**src/rtl/nd_tile_pkg.sv**
```systemverilog
`default_nettype none
// +----------------------------------------------------------------------+
// | nd_tile_pkg : shared types and defaults for the tile assembler        |
// | Rev 1.0                                                               |
// +----------------------------------------------------------------------+
package nd_tile_pkg;

  localparam int DEF_ROWS = 6;
  localparam int DEF_COLS = 4;
  localparam int DEF_W    = 3;

  typedef logic [DEF_W-1:0] elem_t;
  typedef elem_t            row_t  [DEF_COLS];
  typedef row_t             tile_t [DEF_ROWS];

  typedef enum logic [0:0] {
    FILL = 1'b0,
    FULL = 1'b1
  } bank_state_e;

  function automatic int idx_width(input int n);
    return (n > 1) ? $clog2(n) : 1;
  endfunction

endpackage
`default_nettype wire

```
**src/rtl/nd_tile_bank.sv**
```systemverilog
`default_nettype none
// +----------------------------------------------------------------------+
// | nd_tile_bank : one ROWS x COLS tile store with a row-wide write port  |
// | Rev 1.0                                                               |
// +----------------------------------------------------------------------+
module nd_tile_bank
  import nd_tile_pkg::*;
#(
  parameter int ROWS = DEF_ROWS,
  parameter int COLS = DEF_COLS,
  parameter int W    = DEF_W,
  parameter int RW   = idx_width(ROWS)
) (
  input  logic          CLK,
  input  logic          we,
  input  logic [RW-1:0] waddr,
  input  logic [W-1:0]  wdata [COLS],
  output logic [W-1:0]  tile  [ROWS][COLS]
);

  // Data storage is intentionally left without reset.
  logic [W-1:0] mem [ROWS][COLS];

  always_ff @(posedge CLK) begin
    if (we) begin
      for (int c = 0; c < COLS; c++) begin
        mem[waddr][c] <= wdata[c];
      end
    end
  end

  assign tile = mem;

endmodule
`default_nettype wire

```
**src/rtl/nd_tile_assembler.sv**
```systemverilog
`default_nettype none
// +----------------------------------------------------------------------+
// | nd_tile_assembler : gathers ROWS input rows into a complete tile.     |
// | Define ND_TILE_PINGPONG_EN for two-bank double buffering.             |
// | Rev 1.0                                                               |
// +----------------------------------------------------------------------+
module nd_tile_assembler
  import nd_tile_pkg::*;
#(
  parameter int ROWS = DEF_ROWS,
  parameter int COLS = DEF_COLS,
  parameter int W    = DEF_W
) (
  input  logic         CLK,
  input  logic         RESET,
  input  logic         in_valid,
  output logic         in_ready,
  input  logic         in_sof,
  input  logic [W-1:0] in_row   [COLS],
  output logic         out_valid,
  input  logic         out_ready,
  output logic [W-1:0] out_tile [ROWS][COLS],
  output logic         err
);

  localparam int RW = idx_width(ROWS);
`ifdef ND_TILE_PINGPONG_EN
  localparam int NBANK = 2;
`else
  localparam int NBANK = 1;
`endif
  localparam logic SWAP = (NBANK == 2);

  bank_state_e   state_q [2];
  bank_state_e   state_d [2];
  logic [RW-1:0] wcnt_q, wcnt_d, widx;
  logic          wsel_q, wsel_d, rsel_q, rsel_d;
  logic          ready_q, ready_d, err_q, err_d;
  logic          accept, consume, last;
  logic [W-1:0]  bank_tile [NBANK][ROWS][COLS];

  assign in_ready  = ready_q;
  assign out_valid = (state_q[rsel_q] == FULL);
  assign err       = err_q;

  always_comb begin
    state_d = state_q;
    wcnt_d  = wcnt_q;
    wsel_d  = wsel_q;
    rsel_d  = rsel_q;
    accept  = in_valid && ready_q;
    consume = out_valid && out_ready;
    // A start-of-frame always lands in row 0, discarding any partial tile.
    widx    = in_sof ? '0 : wcnt_q;
    last    = (widx == RW'(ROWS - 1));
    err_d   = accept && in_sof && (wcnt_q != '0);
    if (accept) begin
      wcnt_d = last ? '0 : widx + RW'(1);
      if (last) begin
        state_d[wsel_q] = FULL;
        wsel_d          = wsel_q ^ SWAP;
      end
    end
    if (consume) begin
      state_d[rsel_q] = FILL;
      rsel_d          = rsel_q ^ SWAP;
    end
    ready_d = (state_d[wsel_d] == FILL);
  end

  always_ff @(posedge CLK) begin
    if (RESET) begin
      state_q[0] <= FILL;
      state_q[1] <= FILL;
      wcnt_q     <= '0;
      wsel_q     <= 1'b0;
      rsel_q     <= 1'b0;
      ready_q    <= 1'b0;
      err_q      <= 1'b0;
    end else begin
      state_q[0] <= state_d[0];
      state_q[1] <= state_d[1];
      wcnt_q     <= wcnt_d;
      wsel_q     <= wsel_d;
      rsel_q     <= rsel_d;
      ready_q    <= ready_d;
      err_q      <= err_d;
    end
  end

  genvar b;
  generate
    for (b = 0; b < NBANK; b++) begin : g_bank
      nd_tile_bank #(
        .ROWS (ROWS),
        .COLS (COLS),
        .W    (W),
        .RW   (RW)
      ) u_bank (
        .CLK   (CLK),
        .we    (accept && (wsel_q == 1'(b))),
        .waddr (widx),
        .wdata (in_row),
        .tile  (bank_tile[b])
      );
    end
    if (NBANK == 2) begin : g_pp_mux
      assign out_tile = rsel_q ? bank_tile[1] : bank_tile[0];
    end else begin : g_single_mux
      assign out_tile = bank_tile[0];
    end
  endgenerate

endmodule
`default_nettype wire

```
**config.mk**
```make
export PLATFORM = sky130hd
export DESIGN_NAME = nd_tile_assembler
export DESIGN_NICKNAME = d
export VERILOG_FILES = /design/src/rtl/nd_tile_pkg.sv /design/src/rtl/nd_tile_bank.sv /design/src/rtl/nd_tile_assembler.sv
export SDC_FILE = /design/constraint.sdc
export NUM_CORES = 1
export LEC_CHECK = 0
export CAP_MARGIN = 20
export CORE_MARGIN = 2
export CORE_UTILIZATION = 44
export CTS_CLUSTER_SIZE = 10
export DETAILED_ROUTE_END_ITERATION = 16
export PLACE_DENSITY = 0.83
export SLEW_MARGIN = 20
export SYNTH_ARGS = -nofsm -noshare
export SYNTH_HDL_FRONTEND = slang
export SYNTH_SLANG_ARGS = --single-unit
export TNS_END_PERCENT = 5
```
**constraint.sdc**
```tcl
create_clock -name CLK -period 2.8 [get_ports CLK]
set_clock_uncertainty 0.2 [all_clocks]
set_input_delay 0.56 -clock CLK [delete_from_list [all_inputs] [get_ports CLK]]
set_output_delay 0.56 -clock CLK [all_outputs]
set_load 0.01 [all_outputs]
```
# Yosys cells after proc, flatten, opt, wreduce, memory -nomap -nowiden
# Cells that the tools add are included.
dict set report totals {
  word_cells 58
  ff_bits 79
  output_inout_bits 75
  in_bits 17
}
dict set report classes {
  n_reduce_logical 6
  n_eq_ne 1
  mux 17
  addsub 1
  bitwise 2
  magnitude_cmp 2
}
# cell count
set ops {}
lappend ops {{$bwmux 72} 4}
lappend ops {{$demux 12 s3} 4}
lappend ops {{$mux 12} 1}
lappend ops {{$mux 3} 3}
lappend ops {{$mux 9} 1}
lappend ops {{$mux 2} 3}
lappend ops {{$mux 6} 1}
lappend ops {{$logic_and 1x1->1} 5}
lappend ops {{$ge 4x4->1 const B} 1}
lappend ops {{$lt 4x1->1 const B} 1}
lappend ops {{$not 3->4} 1}
lappend ops {{$add 3x1->3 const B} 1}
lappend ops {{$eq 3x3->1 const B} 1}
lappend ops {{$reduce_bool 3->1} 1}
lappend ops {{$not 1->1} 1}

# Depth between registers and ports, before layout
# Gate-level depths: netlist of run 1.
dict set report depth {
  depth_word 10
  mapped_depth 3
  mapped_depth_nobuf 2
}

# Hierarchy
# A second synthesis of run 1 with hierarchy kept.
dict set report hier_totals {
  cells_unflattened 132
  hier_area_um2 2773.9
}
# module seq_area_each_um2 cells_per_inst instances area_each_um2
set modules_own_cells {}
lappend modules_own_cells {nd_tile_bank 2162.1 102 1 2467.4}
lappend modules_own_cells {nd_tile_assembler 120.1 30 1 306.5}

# Worst setup path after synthesis of run 1
# OpenSTA, ideal clock, no wires.
dict set report synth_timing {
  path_kind {in2reg}
  start {in in_sof}
  end {reg g_bank[0].u_bank.mem, in the netlist g_bank[0].u_bank.tile[12] (enable)}
  arrival_time_ps 1635
  setup_ps 382
  path_buffers 1
  slack_ps 584
  required_ps 2218
  cell_stages 3
  path_cell_list {buf_2 nor4b_2 nor2b_1}
}
# item line
set synth_rtl {}
lappend synth_rtl {{start: declaration} nd_tile_assembler.sv:18} ;# input logic in_sof,
lappend synth_rtl {{end signal: indexed assignment} nd_tile_bank.sv:27} ;# mem[waddr][c] <= wdata[c];
lappend synth_rtl {{end: declaration} nd_tile_bank.sv:22} ;# logic [W-1:0] mem [ROWS][COLS];

==> flow_metrics.env, run 1 <==
export IMPL_finalHoldViolations=0
export IMPL_tightestPinTransition_ps=481
export IMPL_grt_pass1_vias=1414
export IMPL_synthDistinctLibCells=27
export IMPL_synthesis_area_sq_um=2680
export IMPL_synth_fa_ha_area_share_pct=0
export IMPL_synth_mux_area_share_pct=0
export IMPL_ant_nets=0
export IMPL_drc=0
export IMPL_clk_pin_slew_ps=70
export IMPL_vdd_drop_max_uv=357
export IMPL_cp_cell_sequence="clkdlybuf4s50_1 -> and4bb_4 -> nor2b_1 -> buf_4"
export IMPL_reg2reg_depth=3
export IMPL_syn_inst=127
export IMPL_clk_latency_ps=330
export IMPL_worstSetupPathType="in2reg"
export IMPL_ff2ff_setup_slack_ps=1010
export IMPL_antenna_cells=0
export IMPL_rsz0062_at_grt="false"
export IMPL_synth_area_leader_cell="edfxtp_1"
export IMPL_min_path_type="reg2reg"
export IMPL_nFillCells=416
export IMPL_cts_root_buf="clkbuf_8"
export IMPL_drive_above_1_share_pct=11.3
export IMPL_start_util_pct=45.5
export IMPL_cp_start_kind="primary input"
export IMPL_worstSetupEndpointType="flop"
export IMPL_wl_per_cell_um=16.5
export IMPL_synth_compound_area_share_pct=3.37
export IMPL_drv_cap=0
export IMPL_worstPathRequired_ps=2630
export IMPL_p_sw_share_pct=19.4
export IMPL_seqPwrFrac_pct=59.7
export IMPL_worstReg2RegStart="wcnt_q[2]"
export IMPL_path_buf_inv=2
export IMPL_synth_seq_cells=78
export IMPL_firstDrtPassIters=4
export IMPL_setup_violations_final=0
export IMPL_ys_warn_count=0
export IMPL_grtUsageTotal_pct=16.4
export IMPL_die_x_um=82.0
export IMPL_status="completed"
export IMPL_port_buffers=91
export IMPL_cts_setup_buffers=0
export IMPL_synth_xor_area_share_pct=0
export IMPL_synth_common_cells="72 x edfxtp_1, 15 x and2_1, 6 x dfxtp_1"
export IMPL_fin_crit_sh_pct=79.7
export IMPL_finalCriticalPeriod_ps=2230
export IMPL_yosysSeqAreaShare_pct=85.3
export IMPL_antenna_found_initial=0
export IMPL_wirelength_mm=5.17
export IMPL_vias=1505
export IMPL_min_to="in_ready"
export IMPL_core_area_sq_um=5890
export IMPL_syn_mean_instance_area_sq_um=21.1
export IMPL_synth_top_family_by_area="simple AND/OR/NAND/NOR gates"
export IMPL_multi_input_area_sq_um=379
export IMPL_pin_count=92
export IMPL_hpwl_mm=3.80
export IMPL_cts_tree="done"
export IMPL_cts_resized=0
export IMPL_min_delay_path_depth=1
export IMPL_dr_first_iter_drc_count=77
export IMPL_p_per_area_nw_per_um2=551
export IMPL_p_int_w=0.00174
export IMPL_slowest_stage="clkdlybuf4s50_1"
export IMPL_grt_pass1_wl_mm=7.56
export IMPL_synth_area_leaders="edfxtp_1 81%, dfxtp_1 4.5%, and2_1 3.5%, nor4b_2 1.1%, nor2b_1 0.94%"
export IMPL_path_max_fanout=12
export IMPL_num_rows=28
export IMPL_yosys_area_share_simple_pct=10.8
export IMPL_async_reset_ff_share_pct=0
export IMPL_synth_most_common_cell="edfxtp_1"
export IMPL_grt_max_degree=14
export IMPL_maxSlewHeadroom_pct=67.8
export IMPL_yosysTopAreaCellShare_pct=80.8
export IMPL_place_congestion=0.755
export IMPL_grt_ovfl_total=0
export IMPL_area_sequential_sq_um=2280
export IMPL_syn_nets=144
export IMPL_yosys_most_used_dff="edfxtp_1"
export IMPL_h_tree_depth=3
export IMPL_clock_path_buffers=2
export IMPL_numCtsBuffers=9
export IMPL_nets=251
export IMPL_viasPerCell=4.79
export IMPL_min_delay_start="state_q[1]"
export IMPL_critPathArrivalTime_ps=2060
export IMPL_synth_edf_count=72
export IMPL_power_w=0.00216
export IMPL_slew_viol_final=0
export IMPL_critical_path_top_delay_family="buffers and inverters"
export IMPL_tns_ps=0
export IMPL_die_area_sq_um=6720
export IMPL_die_h_um=82.0
export IMPL_clock_fmax_ghz=0.448
export IMPL_hold_buffers=0
export IMPL_clock_sinks=78
export IMPL_max_stage_delay_ps=650
export IMPL_power_switching_w=0.000419
export IMPL_syn2layout_area_growth_pct=46.3
export IMPL_p_leak_nw=1.35
export IMPL_clockPowerShare_pct=36.0
export IMPL_worstReg2RegEnd="g_bank[0].u_bank.tile[18]"
export IMPL_power_frac_comb_pct=4.2
==> flip-flops by register name, indices dropped and copies added, names as in the netlist <==
signal,flops
g_bank.u_bank.tile,72
err,1
state_q,1
wcnt_q,3
in_ready,1
==> cells in the final DEF (no fill, tap or decap), types with 2 or more instances in the layout <==
cell type and count:
clkinvlp_4 2, clkbuf_8 9, or2b_1 2, dfxtp_1 6, nor4b_2 2, edfxtp_1 72, o2bb2ai_1 2, nor2b_1 4
o21a_1 3, and3b_1 2, buf_4 7, clkdlybuf4s50_1 91, and2_1 15
==> per-stage QoR <==
| step | worst slack, ps | hold slack, ps | area, sq um | std cells | util (%) |
|---|---|---|---|---|---|
| detailed placement | 209 | 317 | 3720 | 298 | 63.2 |
| global placement | 258 | 304 | 3720 | 298 | 63.2 |
| global route | 490 | 361 | 3910 | 314 | 66.5 |
| CTS | 576 | 329 | 3910 | 314 | 66.5 |
| floorplan | 584 | 333 | 2680 | 127 | - |
| finish | 568 | 321 | 3910 | 314 | 66.5 |
==> layer usage <==
layer	routed length [um]	vias up	track usage, %
li1	-	715	-
met1	2030	705	20.1
met2	2640	78	26.7
met3	432	7	5.71
met4	68	0	6.00
met5	0	-	0
==> final cells by class <==
type	instances	share of cell area (%)
timing repair buffer	98	24.6
sequential	78	58.3
clock inverter	6	1.60
tap	75	2.40
clock buffer	10	3.26
multi-input combinational	46	9.69
inverter	1	0.0959
==> worst register-to-register path: cells and delay by family, from the launching register on <==
family	cells	cell delay (ps)
flops	1	530
simple gates	2	520
buf+inv	1	240
==> power by group through the flow <==
| stage | Sequential (W) | Combinational [W] | Clock, W |
|---|---|---|---|
| after CTS | 0.00129 | 0.0000923 | 0.000805 |
| after global placement | 0.00131 | 0.0000891 | 0 |
| after detailed placement | 0.00131 | 0.0000921 | 0 |
| after floorplan | 0.00132 | 0.0000241 | 0 |
| final | 0.00129 | 0.0000912 | 0.000777 |
| after global routing | 0.00129 | 0.0000987 | 0.000853 |
==> cell families after synthesis <==
kind of cell / Yosys count
flops: 78
simple gates: 36
compound gates: 10
buf+inv: 3
==> worst max path at each step <==
stage | startpoint | end | slack, ps | cells past startpoint
4_1_cts | in_sof | g_bank[0].u_bank.tile[8] | 580 | 4
6_report | in_sof | g_bank[0].u_bank.tile[1] | 570 | 4
5_1_grt | in_sof | g_bank[0].u_bank.tile[57] | 490 | 4
2_1_floorplan | in_sof | g_bank[0].u_bank.tile[12] | 580 | 3
3_3_place_gp | in_sof | g_bank[0].u_bank.tile[8] | 260 | 4
3_5_place_dp | in_sof | g_bank[0].u_bank.tile[4] | 210 | 4
No activity file was read; power rests on OpenSTA's default activity.
==> inputs of run 2 (changes only) <==
clock period = 2.2 ns   (was 2.8 ns; I/O delays follow)
==> flow_metrics.env, run 2 (same netlist as run 1, synthesis figures left out) <==
export IMPL_num_rows=28
export IMPL_grt_pass1_wl_mm=8.34
export IMPL_path_buf_inv=1
export IMPL_ant_nets=0
export IMPL_cts_resized=0
export IMPL_cts_root_buf="clkbuf_8"
export IMPL_worstSetupPathType="reg2out"
export IMPL_placed_area_sq_um=3820
export IMPL_wirelength_mm=5.64
export IMPL_h_tree_depth=3
export IMPL_max_stage_delay_ps=590
export IMPL_clock_sinks=78
export IMPL_clock_fmax_ghz=0.488
export IMPL_hpwl_mm=4.04
export IMPL_wl_per_cell_um=17.4
export IMPL_cp_start_kind="flop"
export IMPL_antenna_found_initial=0
export IMPL_maxSlewHeadroom_pct=75.7
export IMPL_die_h_um=82.0
export IMPL_critPathArrivalTime_ps=1410
export IMPL_clock_path_buffers=2
export IMPL_firstDrtPassIters=4
export IMPL_grtUsageTotal_pct=17.9
export IMPL_final_cell_mix="91 x clkdlybuf4s50_1, 72 x edfxtp_1, 15 x and2_1, 15 x buf_4, 9 x clkbuf_8"
export IMPL_drc=0
export IMPL_cts_tree="done"
export IMPL_fin_area_sq_um=4020
export IMPL_vias=1583
export IMPL_grt_ovfl_total=0
export IMPL_cp_cell_sequence="clkdlybuf4s50_1"
export IMPL_hold_buffers=0
export IMPL_syn2layout_area_growth_pct=50.3
export IMPL_pin_count=92
export IMPL_critical_path_top_delay_family="buffers and inverters"
export IMPL_rsz0062_at_grt="false"
export IMPL_clk_pin_slew_ps=70
export IMPL_clk_latency_ps=340
export IMPL_p_leak_nw=1.41
export IMPL_grt_pass1_vias=1616
export IMPL_largest_register_ffs=72
export IMPL_port_buffers=91
export IMPL_core_area_sq_um=5890
export IMPL_cts_setup_buffers=0
export IMPL_multi_input_area_sq_um=379
export IMPL_viasPerCell=4.89
export IMPL_vdd_drop_max_uv=408
export IMPL_status="completed"
export IMPL_area_sequential_sq_um=2280
export IMPL_die_area_sq_um=6720
export IMPL_tightestPinTransition_ps=362
export IMPL_start_util_pct=45.5
export IMPL_slowest_stage="clkdlybuf4s50_1"
export IMPL_numCtsBuffers=9
export IMPL_worstSetupEndpointType="primary output"
export IMPL_slew_viol_final=0
export IMPL_nets=261
export IMPL_p_per_area_nw_per_um2=697
export IMPL_antenna_cells=0
export IMPL_path_max_fanout=9
export IMPL_grt_max_degree=15
export IMPL_drv_cap=0
export IMPL_setup_violations_final=0
export IMPL_drive_above_1_share_pct=15.3
export IMPL_finalCriticalPeriod_ps=2050
export IMPL_layout_commonest_cell="clkdlybuf4s50_1"
export IMPL_place_congestion=0.741
export IMPL_min_path_type="reg2reg"
export IMPL_power_w=0.00280
export IMPL_dr_first_iter_drc_count=96
export IMPL_worstPathRequired_ps=1560
export IMPL_fin_crit_sh_pct=93.2
export IMPL_finalHoldViolations=0
export IMPL_die_x_um=82.0
export IMPL_nFillCells=400
## run 2: per-stage QoR
step                      util [%]  TNS, ps  hold WS (ps)  std cells  setup slack, ps
after floorplan                  -        0           306        127              104
after global placement        64.9     -194           305        308            -23.5
after detailed placement      64.9    -2230           302        308             -132
after CTS                     68.3        0           328        324              129
after global routing          68.3        0           360        324             47.1
final                         68.3        0           327        324              149
## run 2: path summary, 6_finish.rpt
path | from | end | slack (ps) | cells past startpoint
worst max-delay path | in_ready | in_ready | 150 | 1
worst min-delay path | state_q[1] | in_ready | 330 | 1
worst max register to register | wcnt_q[2] | g_bank[0].u_bank.tile[23] | 420 | 3
worst min register to register | state_q[1] | in_ready | 330 | 1
## run 2: area by class of cell
| class | instances | share of cell area [%] |
|---|---|---|
| Clock inverter | 6 | 1.77 |
| Clock buffer | 10 | 3.17 |
| Multi-Input combinational cell | 46 | 9.43 |
| Tap cell | 75 | 2.33 |
| Sequential cell | 78 | 56.8 |
| Inverter | 1 | 0.0933 |
| Timing Repair Buffer | 108 | 26.4 |
## run 2: where the power goes
part / internal (W) / leakage (nW) / total, W / switching [W]
registers: 0.00163 / 0.709 / 0.00164 / 0.0000100
clock network: 0.000531 / 0.0931 / 0.00104 / 0.000506
logic: 0.0000693 / 0.608 / 0.000126 / 0.0000571
total: 0.00223 / 1.41 / 0.00280 / 0.000574
## run 2: layer usage
metal	GRT usage [%]	vias to the layer above	share of wire [%]
met2	29.5	83	50
li1	-	730	-
met1	21.2	758	40
met4	8.00	0	2.1
met3	6.15	12	8.0
met5	0	-	0
==> inputs of run 3 (changes only) <==
ABC_CLOCK_PERIOD_IN_PS = 2200   (was unset)
GPL_TIMING_DRIVEN = 0   (was unset)
TNS_END_PERCENT = 30   (was 5)
==> flow_metrics.env, run 3 (same netlist as run 1, synthesis figures left out) <==
export IMPL_status="complete, but fails checks"
export IMPL_violations="setup timing"
export IMPL_maxSlewHeadroom_pct=51.5
export IMPL_numCtsBuffers=9
export IMPL_busiest_layer="met2"
export IMPL_vias=1514
export IMPL_cp_start_kind="primary input"
export IMPL_clock_sinks=78
export IMPL_clk_latency_ps=330
export IMPL_grtUsageTotal_pct=16.4
export IMPL_wl_per_cell_um=16.8
export IMPL_p_per_area_nw_per_um2=718
export IMPL_pre_cts_slack_ps=-499
export IMPL_firstDrtPassIters=4
export IMPL_die_h_um=82.0
export IMPL_h_tree_depth=3
export IMPL_nets=246
export IMPL_cp_endpoint="g_bank[0].u_bank.tile[11]"
export IMPL_grt_pass1_vias=1452
export IMPL_startpoint="in_valid"
export IMPL_ff2ff_setup_slack_ps=140
export IMPL_critPathArrivalTime_ps=1980
export IMPL_fin_area_sq_um=3920
export IMPL_rsz0062_at_grt="true"
export IMPL_cts_tree="done"
export IMPL_dp_cells=293
export IMPL_drive_above_1_share_pct=12.8
export IMPL_start_util_pct=45.5
export IMPL_finalCriticalPeriod_ps=2210
export IMPL_use_met3_pct=5.38
export IMPL_slowest_stage="nor2b_2"
export IMPL_hold_buffers=0
export IMPL_clk_pin_slew_ps=80
export IMPL_worstReg2RegStart="wcnt_q[2]"
export IMPL_reg2reg_depth=2
export IMPL_viasPerCell=4.90
export IMPL_dr_first_iter_drc_count=69
export IMPL_ant_nets=0
export IMPL_slew_viol_final=0
export IMPL_cts_setup_buffers=0
export IMPL_vdd_drop_max_uv=386
export IMPL_postLayoutCoreUtil_pct=66.6
export IMPL_num_rows=28
export IMPL_final_cell_mix="91 x clkdlybuf4s50_1, 72 x edfxtp_1, 15 x and2_1"
export IMPL_cp_cell_sequence="clkdlybuf4s50_1 -> nand2_1 -> nor2b_2"
export IMPL_finalHoldViolations=0
export IMPL_max_stage_delay_ps=660
export IMPL_wirelength_mm=5.20
export IMPL_port_buffers=91
export IMPL_place_congestion=0.765
export IMPL_hpwl_mm=3.69
export IMPL_worstSetupPathType="in2reg"
export IMPL_grt_max_degree=16
export IMPL_layout_setup_ws_ps=-6.56
export IMPL_use_met2_pct=27.4
export IMPL_pin_count=92
export IMPL_antenna_found_initial=0
export IMPL_antenna_cells=0
export IMPL_syn2layout_area_growth_pct=46.6
export IMPL_grt_ovfl_total=0
export IMPL_setup_violations_final=12
export IMPL_min_delay_path_depth=1
export IMPL_min_path_type="reg2reg"
export IMPL_clock_fmax_ghz=0.453
export IMPL_die_x_um=82.0
export IMPL_placed_area_sq_um=3690
export IMPL_power_w=0.00282
export IMPL_clock_path_buffers=2
export IMPL_use_met1_pct=20.7
export IMPL_worstPathRequired_ps=1970
export IMPL_core_area_sq_um=5890
export IMPL_die_area_sq_um=6720
export IMPL_grt_pass1_wl_mm=7.71
export IMPL_drv_cap=0
export IMPL_tightestPinTransition_ps=724
export IMPL_fin_cells=309
export IMPL_largest_register_ffs=72
export IMPL_p_leak_nw=1.32
export IMPL_path_max_fanout=12
export IMPL_fin_crit_sh_pct=100
export IMPL_layout_commonest_cell="clkdlybuf4s50_1"
export IMPL_worstReg2RegEnd="g_bank[0].u_bank.tile[11]"
export IMPL_worstSetupEndpointType="flop"
export IMPL_cts_root_buf="clkbuf_8"
export IMPL_drc=0
export IMPL_min_delay_start="state_q[1]"
[run 3: cell type report]
| cell class | instances | area [sq um] |
|---|---|---|
| clock buffer | 9 | 124 |
| timing repair buffer | 91 | 911 |
| sequential | 78 | 2280 |
| clock inverter | 7 | 78.8 |
| buffer | 2 | 10.0 |
| multi-input combinational | 46 | 418 |
| fill | 418 | 1960 |
| inverter | 1 | 3.75 |
| tap | 75 | 93.8 |
[run 3: through the flow]
| step | hold slack (ps) | setup TNS (ps) |
|---|---|---|
| floorplan | 306 | 0 |
| global placement | 297 | -45310 |
| detailed placement | 304 | -29920 |
| CTS | 321 | -211 |
| global route | 340 | -2390 |
| finish | 330 | -39.0 |
[run 3: repair_timing]
action,CTS,global route
resized for setup,4,2
endpoints found under the hold margin,0,0
setup endpoints to repair,48,46
[run 3: worst max-delay path, delay by kind of cell]
kind,cells,cell delay [ps]
buffers and inverters,1,590
AND/OR/NAND/NOR,2,940
[run 3: metal layers]
metal,vias to the layer above,part of all wire [%]
met1,726,40
li1,704,-
met5,-,0
met3,4,7.5
met4,0,0.31
met2,80,53
[run 3: worst min path at each step]
| stage | slack, ps | to |
|---|---|---|
| global route | 340 | in_ready |
| detailed placement | 300 | in_ready |
| floorplan | 310 | in_ready |
| finish | 330 | in_ready |
| CTS | 320 | in_ready |
| global placement | 300 | in_ready |
[run 3: report_power, final]
| part | switching [W] | internal (W) |
|---|---|---|
| combinational | 0.0000598 | 0.0000607 |
| clock | 0.000524 | 0.000535 |
| sequential | 0.00000660 | 0.00163 |
| total | 0.000591 | 0.00223 |
==> edit 1: new RTL, config.mk and constraints of run 2 <==
Change the package constant `DEF_COLS` from 4 to 2.
--- a/src/rtl/nd_tile_pkg.sv
+++ b/src/rtl/nd_tile_pkg.sv
@@ -7,5 +7,5 @@
 
   localparam int DEF_ROWS = 6;
-  localparam int DEF_COLS = 4;
+  localparam int DEF_COLS = 2;
   localparam int DEF_W    = 3;
 
Ports: changed (resized in_row and out_tile); port bits go from 92 to 50. The function was not compared with the original's and may differ.
==> edit 1 against run 2 <==
  * Setup slack improved by 0.038 ns
  * Critical path type unchanged
  * Sequential cell count is 36 lower
  * Final area decreased by 43%
  * Highest routed layer unchanged
  * Total power down 49%
  * Synthesized area down 40%
  * Non-clock buffer count is 49 lower
  * Worst hold slack gained 0.0037 ns
  * Synthesized cell count shrank 28%
  * Combinational power shrank 36%
  * Critical path depth is the same
  * Wire length is 48% lower
==> edit 1: results <==
group,metric,value,unit
status,outcome,"completed",
critical_path,cp_data_arrival_time,1.37,ns
timing,tightest_slew,0.349,ns
final_layout,nets,166,
critical_path,rrSetupSlack,0.53,ns
yosys,ys.flop_type,"edfxtp_1",
clock_tree,clk_pin_slew,0.11,ns
routing,finalWirelength,2910,µm
global_routing,first_global_vias,1005,
global_routing,use_met1,17.8,%
clock_tree,htree_levels,2,
global_routing,grt_first_pass_wirelength,4750,µm
yosys,netlist_top_cells_count,"edfxtp_1, and2_1, dfxtp_1",
yosys,syn_inst,91,
yosys,synth_area_leaders,"edfxtp_1, dfxtp_1, and2_1, nor2b_1, nor4b_2",
placement,place.gp.congestion,0.798,
global_routing,grt_max_degree,14,
yosys,synth_fp_nets,102,
yosys,synth_edf_count,36,
power_and_ir_drop,p_sw_share,19.7,%
clock_tree,cts_root_buffer,"clkbuf_4",
global_routing,grtUsageMet3,5.63,%
placement,placed_cells,194,
global_routing,track_usage,15.7,%
routing,drtIter0Drc,27,
clock_tree,cts-buffers-inserted,5,
placement,dpl.hpwl,2160,µm
power_and_ir_drop,leakagePower,0.000814,µW
final_layout,final_cells,202,
final_layout,drive_gt1_share,15.4,%
power_and_ir_drop,vdd_ir_drop_max,278,µV
final_layout,fillers,252,
critical_path,critPathMaxFanout,8,
final_layout,largest_reg_flops,36,
worst_hold_path,hold_class,"reg -> reg",
global_routing,use_met2,26.6,%
yosys,yosysSeqAreaShare,75.4,%
## edit 1: cell count changes in the layout (fill, tap and decap cells not counted), sizes merged, moves of 2 or more
cell                  run 2  this run
buf                      17        10
clkbuf                   10         6
clkdlybuf4s50            91        49
clkinv                    2         0
edfxtp                   72        36
## edit 1: power groups by stage
stage | clock network, µW | registers, µW | logic, µW
after floorplan | 0 | 894 | 28.9
after CTS | 488 | 876 | 81.5
after global placement | 0 | 894 | 79.3
after global routing | 520 | 878 | 87.3
final | 477 | 876 | 81.1
after detailed placement | 0 | 895 | 80.9
## edit 1: kinds of logic after synthesis
group	count (synthesis)	synth area share (%)
buffers and inverters	3	0.863
AOI/OAI and AO/OA	10	5.65
and+or+nand+nor	36	18.1
DFF	42	75.4
## edit 1: cell type report
cell class / instances / area (µm²) / share of cell area (%)
Timing Repair Buffer: 59 / 566 / 24.7
Clock inverter: 2 / 37.5 / 1.64
Inverter: 1 / 3.75 / 0.164
Clock buffer: 6 / 41.3 / 1.81
Tap cell: 46 / 57.6 / 2.52
Multi-Input combinational cell: 46 / 379 / 16.6
Sequential cell: 42 / 1200 / 52.5
## edit 1: final timing paths
path / endpoint / depth (start not counted) / from
max: in_ready / 1 / in_ready
min: in_ready / 1 / state_q[1]
max reg2reg: g_bank[0].u_bank.tile[7] / 3 / wcnt_q[2]
min reg2reg: in_ready / 1 / state_q[1]
## edit 1: through the flow
stage	utilization (%)	power, µW	setup slack (ns)	area, µm²	hold slack [ns]
2_1_floorplan	-	923	0.394	1590	0.306
6_report	66.9	1430	0.187	2290	0.331
3_5_place_dp	64.6	976	0.0244	2210	0.319
3_3_place_gp	64.6	973	0.0198	2210	0.289
5_1_grt	66.9	1490	0.103	2290	0.358
4_1_cts	66.9	1450	0.170	2290	0.343
## edit 1: per-layer routing
metal | vias to the layer above | share of wire (%)
li1 | 472 | -
met1 | 478 | 42
met2 | 47 | 49
met3 | 4 | 7.8
met4 | 0 | 0.82
met5 | - | 0
==> edit 2: new RTL, flow settings as in run 2 <==
Without the edit above. Register the output `err` once more, cleared by the reset; this adds one clock of latency there. The other outputs are not delayed to match.
--- a/src/rtl/nd_tile_assembler.sv
+++ b/src/rtl/nd_tile_assembler.sv
@@ -42,5 +42,11 @@
   assign in_ready  = ready_q;
   assign out_valid = (state_q[rsel_q] == FULL);
-  assign err       = err_q;
+  always_ff @(posedge CLK) begin
+    if (RESET) begin
+      err <= '0;
+    end else begin
+      err <= err_q;
+    end
+  end
 
   always_comb begin
Function: changed (a bounded check fails within 4 cycles, from zero or initial values and one cycle with RESET high).
==> edit 2 against run 2 <==
  * Synthesized area increased by 1.2%
  * Setup slack got worse by 0.0025 ns
  * Sequential cell count increased by 1
  * Wire length decreased by 4.7%
  * Final area increased by 0.62%
  * Utilization about the same
  * Critical path depth unchanged
  * Total power increased by 3.7%
  * Critical path type unchanged
  * Largest power group unchanged
==> edit 2: results <==
group,metric,value,unit
power_and_ir_drop,leakagePower,0.00142,µW
worst_hold_path,hold_class,"reg -> reg",
yosys,yosysSeqAreaShare,85.0,%
yosys,synth_edf_count,72,
routing,met2_length,2460,µm
routing,wl_met3,547,µm
global_routing,first_global_vias,1428,
critical_path,reg2reg_to,"g_bank[0].u_bank.tile[31]",
final_layout,fillers,420,
timing,setup_viol,0,
placement,place_ws,-0.0576,ns
clock_tree,htree_levels,3,
clock_tree,ctsLongestPathBuffers,2,
critical_path,cp_slowest_cell,"clkdlybuf4s50_1",
critical_path,rrSetupSlack,0.39,ns
global_routing,use_met1,23.0,%
worst_hold_path,holdPathEnd,"err",
yosys,synth_area_leaders,"edfxtp_1, dfxtp_1, and2_1, and4bb_4, nor4b_2",
yosys,synth_compound_area_share,3.33,%
placement,portBuffers,91,
yosys,ys.flop_type,"edfxtp_1",
global_routing,grt_max_degree,14,
power_and_ir_drop,vdd_ir_drop_max,458,µV
yosys,synth_cell_types,28,
status,outcome,"completed",
routing,routedWlPerCell,16.7,µm
yosys,synth_fp_nets,147,
yosys,syn_avg_cell_area,20.8,µm²
routing,first_pass_iters,4,
timing,tightest_slew,0.360,ns
yosys,netlist_top_cells_count,"edfxtp_1, and2_1, dfxtp_1",
critical_path,r2r_start,"wcnt_q[1]",
critical_path,start_kind,"flip-flop",
clock_tree,cts-buffers-inserted,9,
global_routing,antenna_found_initial,0,
global_routing,grtUsageMet3,6.41,%
placement,dpl.hpwl,3890,µm
final_layout,drive_gt1_share,14.9,%
global_routing,track_usage,16.9,%
routing,drtIter0Drc,120,
clock_tree,clk_latency,0.33,ns
placement,place.gp.congestion,0.746,
global_routing,use_met2,24.9,%
clock_tree,post_cts_buffers,0,
routing,maxUsedRoutingLayer,"met4",
routing,wl_met1,2300,µm
routing,vias,1555,
worst_hold_path,hold_start,"err_q",
clock_tree,cts_resized,0,
yosys,yosys_warnings,0,
global_routing,grt_first_pass_wirelength,7820,µm
timing,fin_hold_ws,0.247,ns
routing,finalWirelength,5380,µm
final_layout,diodes,0,
yosys,synth_xor_area_share,0,%
critical_path,cp_top_family,"buffers and inverters",
critical_path,cp_data_arrival_time,1.41,ns
critical_path,r2r.worst_path.cells,3,
edit 2: cell types whose count changed in the layout (fill, tap and decap cells not counted), moves of 2 or more:
cell        before  now
clkinvlp_4       2    0
or2b_1           2    0
buf_4           15   13
nand2b_1         0    2
edit 2: cell families (layout without fill, tap and decap cells):
| kind of cell | after synthesis | after routing |
|---|---|---|
| DFF | 79 | 79 |
| and+or+nand+nor | 37 | 37 |
| AOI/OAI and AO/OA | 10 | 10 |
| buffers and inverters | 4 | 122 |
edit 2: final cells by class:
class,instances,area (µm²),area share (%)
clock buffer,9,124,3.06
clock inverter,6,86.3,2.13
inverter,1,3.75,0.0928
multi-input combinational,47,388,9.59
sequential,79,2300,56.9
tap,75,93.8,2.32
timing repair buffer,106,1050,25.9
edit 2: metrics by stage:
stage / cell area, µm² / utilization (%)
after CTS: 4050 / 68.3
after global placement: 3840 / 64.8
after floorplan: 2710 / -
after global routing: 4050 / 68.3
final: 4050 / 68.3
after detailed placement: 3840 / 64.8
edit 2: worst max path at each step:
| stage | start | to | slack [ns] | cells past startpoint |
|---|---|---|---|---|
| 3_3_place_gp | in_sof | g_bank[0].u_bank.tile[32] | -0.04 | 4 |
| 6_report | in_ready | in_ready | 0.15 | 1 |
| 5_1_grt | in_ready | in_ready | 0.08 | 1 |
| 4_1_cts | in_ready | in_ready | 0.13 | 1 |
| 3_5_place_dp | in_sof | g_bank[0].u_bank.tile[22] | -0.06 | 5 |
| 2_1_floorplan | in_sof | g_bank[0].u_bank.tile[12] | 0.10 | 3 |
edit 2: report_power, final:
part           leakage [µW]  internal, µW  switching (µW)
registers          0.000717          1650            9.93
logic              0.000598          68.7            55.9
clock network      0.000107           631             495
